## config.mk

```make
export PLATFORM = sky130hd
export DESIGN_NAME = sequential_shift_add_multiplier
export DESIGN_NICKNAME = d
export VERILOG_FILES = /design/src/rtl/sequential_shift_add_multiplier.sv
export SDC_FILE = /design/constraint.sdc
export NUM_CORES = 1
export LEC_CHECK = 0
export CAP_MARGIN = 20
export CORE_MARGIN = 2
export CORE_UTILIZATION = 45
export DETAILED_ROUTE_END_ITERATION = 16
export GPL_ROUTABILITY_DRIVEN = 0
export PLACE_DENSITY = 0.75
export SLEW_MARGIN = 0
export SYNTH_ARGS = -nofsm -noshare
export SYNTH_HDL_FRONTEND = slang
export SYNTH_SLANG_ARGS = --single-unit
```

## constraint.sdc

```tcl
create_clock -name Clk -period 9.9 [get_ports Clk]
set_input_delay 2.475 -clock Clk [delete_from_list [all_inputs] [get_ports Clk]]
set_output_delay 2.475 -clock Clk [all_outputs]
set_load 0.005 [all_outputs]
```

## src/rtl/sequential_shift_add_multiplier.sv

```systemverilog
`default_nettype none
// ============================================================================
// Module      : sequential_shift_add_multiplier
// Description : Multi-cycle radix-2 shift-add multiplier with an optional
//               two's-complement mode and valid/ready handshakes on both the
//               operand and result sides. Latency is always DATA_WIDTH clocks
//               from the accept edge to Valid_Out.
// Ports       : Clk, Reset (sync, active-high)
//               Valid_In / Ready_Out        operand handshake
//               Signed_Mode_In, Data_A_In, Data_B_In   operands
//               Valid_Out / Ready_In        result handshake
//               Busy_Out                    high while iterating
//               Multiplied_Result_Out       2*DATA_WIDTH-bit product
// Revision    : 1.0 - initial release
// ============================================================================
module sequential_shift_add_multiplier #(
    parameter int DATA_WIDTH = 32,
    parameter bit SIGNED_EN  = 1'b1
) (
    input  logic                      Clk,
    input  logic                      Reset,
    input  logic                      Valid_In,
    output logic                      Ready_Out,
    input  logic                      Signed_Mode_In,
    input  logic [DATA_WIDTH-1:0]     Data_A_In,
    input  logic [DATA_WIDTH-1:0]     Data_B_In,
    output logic                      Valid_Out,
    input  logic                      Ready_In,
    output logic                      Busy_Out,
    output logic [2*DATA_WIDTH-1:0]   Multiplied_Result_Out
);

    localparam int PW = 2 * DATA_WIDTH;
    localparam int CW = $clog2(DATA_WIDTH + 1);

    localparam logic [1:0] c_IDLE = 2'd0;
    localparam logic [1:0] c_CALC = 2'd1;
    localparam logic [1:0] c_DONE = 2'd2;

    localparam logic [CW-1:0] c_COUNT_INIT = CW'(DATA_WIDTH);
    localparam logic [CW-1:0] c_COUNT_LAST = CW'(1);

    logic [1:0]            r_state_q,  w_state_d;
    logic [CW-1:0]         r_count_q,  w_count_d;
    logic [PW-1:0]         r_mcand_q,  w_mcand_d;   // multiplicand magnitude, pre-shifted
    logic [DATA_WIDTH-1:0] r_mplier_q, w_mplier_d;  // multiplier magnitude, consumed LSB first
    logic [PW-1:0]         r_acc_q,    w_acc_d;
    logic                  r_negate_q, w_negate_d;
    logic [PW-1:0]         r_result_q, w_result_d;
    logic                  r_valid_q,  w_valid_d;

    logic                  w_mode;
    logic                  w_a_neg;
    logic                  w_b_neg;
    logic [DATA_WIDTH-1:0] w_mag_a;
    logic [DATA_WIDTH-1:0] w_mag_b;
    logic [PW-1:0]         w_addend;
    logic [PW-1:0]         w_acc_next;
    logic                  w_accept;
    logic                  w_handshake;

    assign w_mode  = Signed_Mode_In & SIGNED_EN;
    assign w_a_neg = w_mode & Data_A_In[DATA_WIDTH-1];
    assign w_b_neg = w_mode & Data_B_In[DATA_WIDTH-1];

    // Negating the most negative value wraps back to 2^(N-1), which is the
    // correct magnitude when read as N-bit unsigned.
    assign w_mag_a = w_a_neg ? (-Data_A_In) : Data_A_In;
    assign w_mag_b = w_b_neg ? (-Data_B_In) : Data_B_In;

    // Shifting the multiplicand one place per iteration is equivalent to
    // adding mag_a << (N - count) on every step.
    assign w_addend   = r_mplier_q[0] ? r_mcand_q : '0;
    assign w_acc_next = r_acc_q + w_addend;

    assign w_accept    = Valid_In & (r_state_q == c_IDLE);
    assign w_handshake = r_valid_q & Ready_In;

    always_comb begin
        w_state_d  = r_state_q;
        w_count_d  = r_count_q;
        w_mcand_d  = r_mcand_q;
        w_mplier_d = r_mplier_q;
        w_acc_d    = r_acc_q;
        w_negate_d = r_negate_q;
        w_result_d = r_result_q;
        w_valid_d  = r_valid_q;

        case (r_state_q)
            c_IDLE: begin
                if (w_accept) begin
                    w_state_d  = c_CALC;
                    w_count_d  = c_COUNT_INIT;
                    w_mcand_d  = {{DATA_WIDTH{1'b0}}, w_mag_a};
                    w_mplier_d = w_mag_b;
                    w_acc_d    = '0;
                    // Only the product sign is needed later, so the mode and
                    // both operand signs collapse into one flag.
                    w_negate_d = w_a_neg ^ w_b_neg;
                end
            end
            c_CALC: begin
                w_acc_d    = w_acc_next;
                w_mcand_d  = r_mcand_q << 1;
                w_mplier_d = r_mplier_q >> 1;
                w_count_d  = r_count_q - c_COUNT_LAST;
                if (r_count_q == c_COUNT_LAST) begin
                    w_result_d = r_negate_q ? (-w_acc_next) : w_acc_next;
                    w_valid_d  = 1'b1;
                    w_state_d  = c_DONE;
                end
            end
            c_DONE: begin
                // Result register keeps its value after the handshake.
                if (w_handshake) begin
                    w_valid_d = 1'b0;
                    w_state_d = c_IDLE;
                end
            end
            default: begin
                w_state_d = c_IDLE;
                w_valid_d = 1'b0;
            end
        endcase
    end

    always_ff @(posedge Clk) begin
        if (Reset) begin
            r_state_q  <= c_IDLE;
            r_count_q  <= '0;
            r_mcand_q  <= '0;
            r_mplier_q <= '0;
            r_acc_q    <= '0;
            r_negate_q <= 1'b0;
            r_result_q <= '0;
            r_valid_q  <= 1'b0;
        end else begin
            r_state_q  <= w_state_d;
            r_count_q  <= w_count_d;
            r_mcand_q  <= w_mcand_d;
            r_mplier_q <= w_mplier_d;
            r_acc_q    <= w_acc_d;
            r_negate_q <= w_negate_d;
            r_result_q <= w_result_d;
            r_valid_q  <= w_valid_d;
        end
    end

    assign Ready_Out             = (r_state_q == c_IDLE);
    assign Busy_Out              = (r_state_q == c_CALC);
    assign Valid_Out             = r_valid_q;
    assign Multiplied_Result_Out = r_result_q;

endmodule
`default_nettype wire

```

==> results.md, run 1 <==
- Status: finished, final reports clean
- Largest net degree at the start of global routing: 103
- Drt first-iter violations: 1,910
- Gate Count Post-Synth: 2,304
- CTS Root Cell: clkbuf_16
- Crit-path max FO: 64
- I/O Buffers: 135
- CP required: 10.34 ns
- Worst-Skew Late Latency: 0.55 ns
- Routed vias/inst: 6.252
- Post-CTS Hold Fix Bufs: 0
- Final period utilization: 0.5841
- Worst hold path type: register to register
- Initial antenna violation count: 0
- Wire per inst: roughly 18 um
- Vias: roughly 18k
- Fin worst setup slack: about 4.1 ns
- Min Tclk post-route: 5.783 ns
- Die area: just under 0.04 mm^2
- Post-detail-place hpwl: 38,010 um
- Number of setup buffers added after CTS: 0
- Number of synthesized flops with an enable pin: 0
- Slew headroom: 0.2353
- Endpoints failing setup: 0
- Count leader, synth: a21oi_1
- Tightest Pin Transition: 1.147 ns
- Hold violation count in the final report: 0
- Number of global-route vias before repair: 16.12k
- Area leader, netlist: dfxtp_1
- Antenna Violating Nets Remaining: 0
- Lkg Pwr: 0.006966 uW
- Post-Place Setup Slack: 3.771 ns
- Distinct cells, synth: 86
- Ports: 136
- Site Rows: 71
- GRT Util Overall: 0.2552
- Setup crit end kind: register
- Core area: approximately 0.037 mm^2
- DRC Markers: 0
- Slowest cell on the critical path: o311ai_1
- Pins over their slew limit: 0
- Ranking of synthesized cells by area: dfxtp_1 (28%), a21oi_1 (8.1%), nand2_1 (6.0%), ha_1 (5.0%), nor2_1 (4.9%)
- Final WL: 51,740 um
- Syn avg cell area: 7.344 um^2
- Grt total ovfl: 0
- Antenna diodes: 0
- Mapped Area: 0.01692 mm^2
- Top-area cell type share of the netlist area: 0.2768
- PwrDens: 123.4 mW/mm^2
- Crit path max-delay family: compound AO/OA/AOI/OAI gates
- Clk buf depth: 3
- First-pass GRT wire length: 82,030 um
- Ys async rst share: 0
- Fmax: 172.9 MHz
- Maxcap violations: 0
- Worst-path cell chain: buf_4 -> and2_1 -> ha_1 -> a21oi_1 -> o21ai_1 -> a22o_1 -> o311ai_1 -> nand3_1 -> xnor2_1 -> nand4_1 -> or3_1 -> o41a_1 -> and3_1
- Maximum vdd ir drop: between 0.1 and 0.15 mV
- Setup TNS: 0 ns
- H-tree depth: 1
- Cts bufs inserted: 26
- CP startpoint kind: register
- CP Buf/Inv Count: 1
- Sequential area share after synthesis: 0.2768
- Fillers: 3,570
- TritonRoute pass-1 iters: 9
- Post-cts repair resize count: 0
- CTS tree: done
- Layout cell share with drive strength beyond 1: 0.04526
- Synthesis-to-layout area growth: 14.27%
- RSZ-0062 raised after global routing: false
- Final Skew: 0.01694 ns
- Clock transition at path regs: 0.06 ns
- Post-synth top cells: a21oi_1 (273), nand2_1 (272), dfxtp_1 (234)
- Utilization of the core after routing: 0.5182
- Starting Density: 0.4535
- Synth Net Count: 2,442
- Crit Path Category: register to register
- CP arrival: 6.22 ns
- Sink Count: 234
- Die W: approximately 200 um
- Slowest stage delay, CP: approximately 0.84 ns
- Die Y: 197.9 um
- Synth Warn #: 0
- FF+latch count, synth: ~230
- Ys flop type: dfxtp_1
- Net count, final: 2,460
[final timing paths]
check                        startpoint                                endpoint  slack, ns  cells after the start
min reg2reg  r_mplier_q[3]$_SDFFE_PP0P_              r_mplier_q[2]$_SDFFE_PP0P_       0.45                      2
max          r_mplier_q[0]$_SDFFE_PP0P_  Multiplied_Result_Out[61]$_SDFFE_PP0P_       4.12                     13
min          r_mplier_q[3]$_SDFFE_PP0P_              r_mplier_q[2]$_SDFFE_PP0P_       0.45                      2
max reg2reg  r_mplier_q[0]$_SDFFE_PP0P_  Multiplied_Result_Out[61]$_SDFFE_PP0P_       4.12                     13
[per-layer routing]
layer	vias up	track usage	wire length, um
met3	148	0.05689	5856
met5	-	0	0
li1	8487	-	-
met1	8141	0.3443	21950
met2	831	0.3983	22110
met4	0	0.09385	1827
[state kept, by name (all words and copies together) (netlist names)]
name	flops
r_mplier_q	32
Valid_Out	1
Multiplied_Result_Out	64
r_acc_q	64
r_negate_q	1
r_state_q	2
r_count_q	6
r_mcand_q	64
[cell type report]
class | instances | area [um^2] | share of cell area
clock buffer | 36 | 759.5 | 0.03928
clock inverter | 12 | 148.9 | 0.007700
inverter | 35 | 133.9 | 0.006924
multi-input combinational | 1871 | 11500 | 0.5949
sequential | 234 | 4686 | 0.2423
tap | 474 | 593.1 | 0.03067
timing repair buffer | 154 | 1513 | 0.07823
[power by group]
part	total [uW]	internal (uW)	switching [uW]
Clock	1020	615	403
Sequential	1000	977	24.1
Combinational	368	134	233
[tightest hold or removal path, stage by stage (launching register included)]
cell and delay, ns:
dfxtp_1 0.30, nand2_1 0.05, a21oi_1 0.05
[layout by cell type (no fill, tap or decap), types with 7 or more instances in the layout]
| cell type | netlist | routed |
|---|---|---|
| o31ai_1 | 28 | 28 |
| nor4_1 | 29 | 29 |
| xnor2_1 | 74 | 74 |
| a21oi_1 | 273 | 273 |
| nor2_1 | 223 | 222 |
| a21o_1 | 29 | 29 |
| nor3_1 | 49 | 49 |
| o21bai_1 | 8 | 8 |
| and2_1 | 77 | 76 |
| clkbuf_16 | 0 | 27 |
| a211oi_1 | 71 | 71 |
| mux2i_1 | 9 | 9 |
| clkdlybuf4s50_1 | 0 | 134 |
| o21ai_1 | 9 | 9 |
| a31oi_1 | 16 | 16 |
| nand2_1 | 272 | 271 |
| dfxtp_1 | 234 | 233 |
| a311oi_1 | 8 | 8 |
| inv_1 | 34 | 34 |
| ha_1 | 68 | 68 |
| and4_1 | 8 | 8 |
| or4_1 | 7 | 7 |
| or3_1 | 22 | 22 |
| nand4_1 | 45 | 45 |
| o211ai_1 | 23 | 23 |
| buf_4 | 0 | 17 |
| o41ai_1 | 16 | 16 |
| nand3_1 | 101 | 101 |
| xor2_1 | 78 | 78 |
| o21a_1 | 19 | 19 |
| and3_1 | 9 | 9 |
| a22oi_1 | 75 | 75 |
| nand2b_1 | 9 | 8 |
| o21ai_0 | 88 | 88 |
| or2_2 | 11 | 11 |
[metrics by stage]
| step | instances | hold WS (ns) | total power, uW | area (um^2) |
|---|---|---|---|---|
| after global routing | 2816 | 0.4753 | 2483 | 19340 |
| after global placement | 2766 | 0.4418 | 1372 | 18400 |
| after floorplan | 2304 | 0.4316 | 1256 | 16920 |
| after detailed placement | 2766 | 0.4525 | 1382 | 18400 |
| after CTS | 2814 | 0.4605 | 2402 | 19300 |
| final | 2816 | 0.4549 | 2386 | 19340 |
[kinds of logic (layout without fill, tap and decap cells)]
family                     count (synthesis)  count (layout)  synth area share
xor gates and xnor gates                 152             152           0.07868
buffers and inverters                    199             237           0.04466
muxes                                     13              13          0.007986
and+or+nand+nor                          893             893            0.2541
DFF                                      234             234            0.2768
adders and majority gates                 69              69           0.05146
AOI/OAI and AO/OA                        744             744            0.2862
Note: power is estimated with default switching activity, not from simulation.
==> run 2: changes to the inputs <==
Clock period 9.9 ns to 5.45 ns, I/O delays scaled along.
==> run 2 against run 1 <==
  * Clock power grew 81%
  * Final cell count up 1.6%
  * Die area is the same
  * Sequential share of layout area down 0.42 points
  * Critical path type unchanged
  * Critical endpoint unchanged
==> results.md, run 2 (synthesized netlist as in run 1, its figures left out) <==
- Reg2reg setup slack: 0.34 ns
- Worst-path cell chain: buf_4 -> and2_1 -> ha_1 -> inv_1 -> fa_1 -> nand2b_1 -> a21oi_1 -> o21ai_1 -> a21o_1 -> a21boi_0 -> o221ai_1 -> nor4_4 -> nand4_4 -> or3_1 -> o41a_1 -> and3_1
- Initial antenna violation count: 0
- Hold_ws: between 0.4 and 0.5 ns
- Most frequent cells in the layout: a21oi_1 (273), nand2_1 (271), dfxtp_1 (233)
- Starting Density: 0.4535
- Fin worst setup slack: 0.3386 ns
- Setup TNS: 0 ns
- CP Launch Point: r_mplier_q[0]$_SDFFE_PP0P_
- Slowest stage delay, CP: 0.47 ns
- Final WL: 52,160 um
- Sink Count: 234
- CP startpoint kind: register
- Met2 usage: 0.3970
- Maxcap violations: 0
- Total power: 4355 uW
- Ports: 136
- Site Rows: 71
- Setup crit end kind: register
- Synthesis-to-layout area growth: 16.29%
- Hold violation count in the final report: 0
- Die Y: 197.9 um
- Post-detail-place hpwl: 39,030 um
- Routed vias/inst: 6.194
- Final Skew: 0.02193 ns
- First-pass GRT wire length: 82,410 um
- H-tree depth: 1
- Number of global-route vias before repair: 16.17k
- Reg2Reg Depth: 16
- GRT Util Overall: 0.2570
- CP Capture Point: Multiplied_Result_Out[61]$_SDFFE_PP0P_
- Utilization of the core after routing: 0.5274
- Core area: about 0.037 mm^2
- Largest net degree at the start of global routing: 141
- Slew headroom: 0.2443
- I/O Buffers: around 140
- Vias: 17.71k
- Worst r2r src: r_mplier_q[0]$_SDFFE_PP0P_
- R2R Path End: Multiplied_Result_Out[61]$_SDFFE_PP0P_
- Endpoints failing setup: 0
- Wire per inst: 18.24 um
- GRT met3 Usage: 0.06490
- Clock transition at path regs: 0.06 ns
- Layout cell share with drive strength beyond 1: 0.06370
- Worst-Skew Late Latency: 0.56 ns
- Final period utilization: 0.9379
- Post-cts repair resize count: 0
- Commonest non-fill, non-tap cell in the layout: a21oi_1
- Tightest Pin Transition: ~1.1 ns
- Crit Path Category: register to register
- PwrDens: around 220 mW/mm^2
- Maximum vdd ir drop: 0.2143 mV
- Post-Place Setup Slack: 0.2780 ns
- Pins over their slew limit: 0
- DRC Markers: 0
- Fillers: 3,561
- CP arrival: 5.55 ns
- Status: finished, final reports clean
- Crit-path max FO: 27
- Die area: 0.03917 mm^2
- Number of setup buffers added after CTS: 0
- Grt total ovfl: 0
- Lkg Pwr: 0.007173 uW
- Antenna diodes: 0
- Worst hold path type: register to register
- Antenna Violating Nets Remaining: 0
- Met1 Use GR: 0.3465
- Post-CTS Hold Fix Bufs: 0
- Fmax: 195.6 MHz
- CTS Root Cell: clkbuf_16
- Die W: 197.9 um
- Slowest cell on the critical path: nor4_4
- Grt peak-use layer: met2
- Cts bufs inserted: 26
- Drt first-iter violations: 1,796
- Min Tclk post-route: between 5 and 6 ns
- CP required: 5.89 ns
- TritonRoute pass-1 iters: 6
- Clk buf depth: 3
- RSZ-0062 raised after global routing: false
- Net count, final: between 2k and 3k
- CTS tree: done
-- run 2: changes by cell type in the layout (fill, tap and decap cells not counted), sizes merged --
cell      before  now
bufinv         3    4
clkinvlp       1    5
clkbuf        36   32
buf           20   66
clkinv         7    4
-- run 2: worst min-delay path by stage --
stage | startpoint | to | cells after the start
detailed placement | r_mplier_q[3]$_SDFFE_PP0P_ | r_mplier_q[2]$_SDFFE_PP0P_ | 2
global route | Multiplied_Result_Out[31]$_SDFFE_PP0P_ | Multiplied_Result_Out[31]$_SDFFE_PP0P_ | 2
CTS | r_mplier_q[3]$_SDFFE_PP0P_ | r_mplier_q[2]$_SDFFE_PP0P_ | 2
global placement | r_mplier_q[3]$_SDFFE_PP0P_ | r_mplier_q[2]$_SDFFE_PP0P_ | 2
floorplan | r_mplier_q[3]$_SDFFE_PP0P_ | r_mplier_q[2]$_SDFFE_PP0P_ | 2
finish | Multiplied_Result_Out[27]$_SDFFE_PP0P_ | Multiplied_Result_Out[27]$_SDFFE_PP0P_ | 2
-- run 2: routing by layer --
| metal | routed length, um | part of all wire |
|---|---|---|
| met2 | 22430 | 0.43 |
| met4 | 1542 | 0.030 |
| met5 | 58 | 0.0011 |
| met3 | 5923 | 0.11 |
| met1 | 22210 | 0.43 |
-- run 2: metrics by stage --
step | std cells | instance area (um^2)
floorplan | 2304 | 16920
global placement | 2814 | 18770
detailed placement | 2814 | 18770
CTS | 2860 | 19670
global route | 2860 | 19680
finish | 2860 | 19680
-- run 2: area by class of cell --
type	instances	area, um^2	area share
Clock inverter	14	200.2	0.01017
Inverter	35	133.9	0.006804
Sequential cell	234	4686	0.2381
Clock buffer	32	703.2	0.03573
Tap cell	474	593.1	0.03014
Multi-Input combinational cell	1871	11510	0.5849
Timing Repair Buffer	200	1853	0.09417
-- run 2: power by group --
part | internal, uW | switching (uW) | total (uW)
logic | 254 | 427 | 681
clock network | 1110 | 745 | 1850
registers | 1770 | 44.9 | 1820
total | 3140 | 1220 | 4360
-- run 2: critical path, delay by kind of cell, from the launching register on --
family | cells | cell delay (ns)
AOI/OAI and AO/OA | 6 | 2.06
and+or+nand+nor | 6 | 1.68
adders and majority gates | 2 | 0.60
DFF | 1 | 0.33
buffers and inverters | 2 | 0.31
==> run 3: changes to the inputs <==
Settings changed: HOLD_SLACK_MARGIN set to 0.05, SKIP_LAST_GASP set to 1.
==> results of run 3 <==
Same layout as run 2: the final DEF is identical, and so are final timing and power.
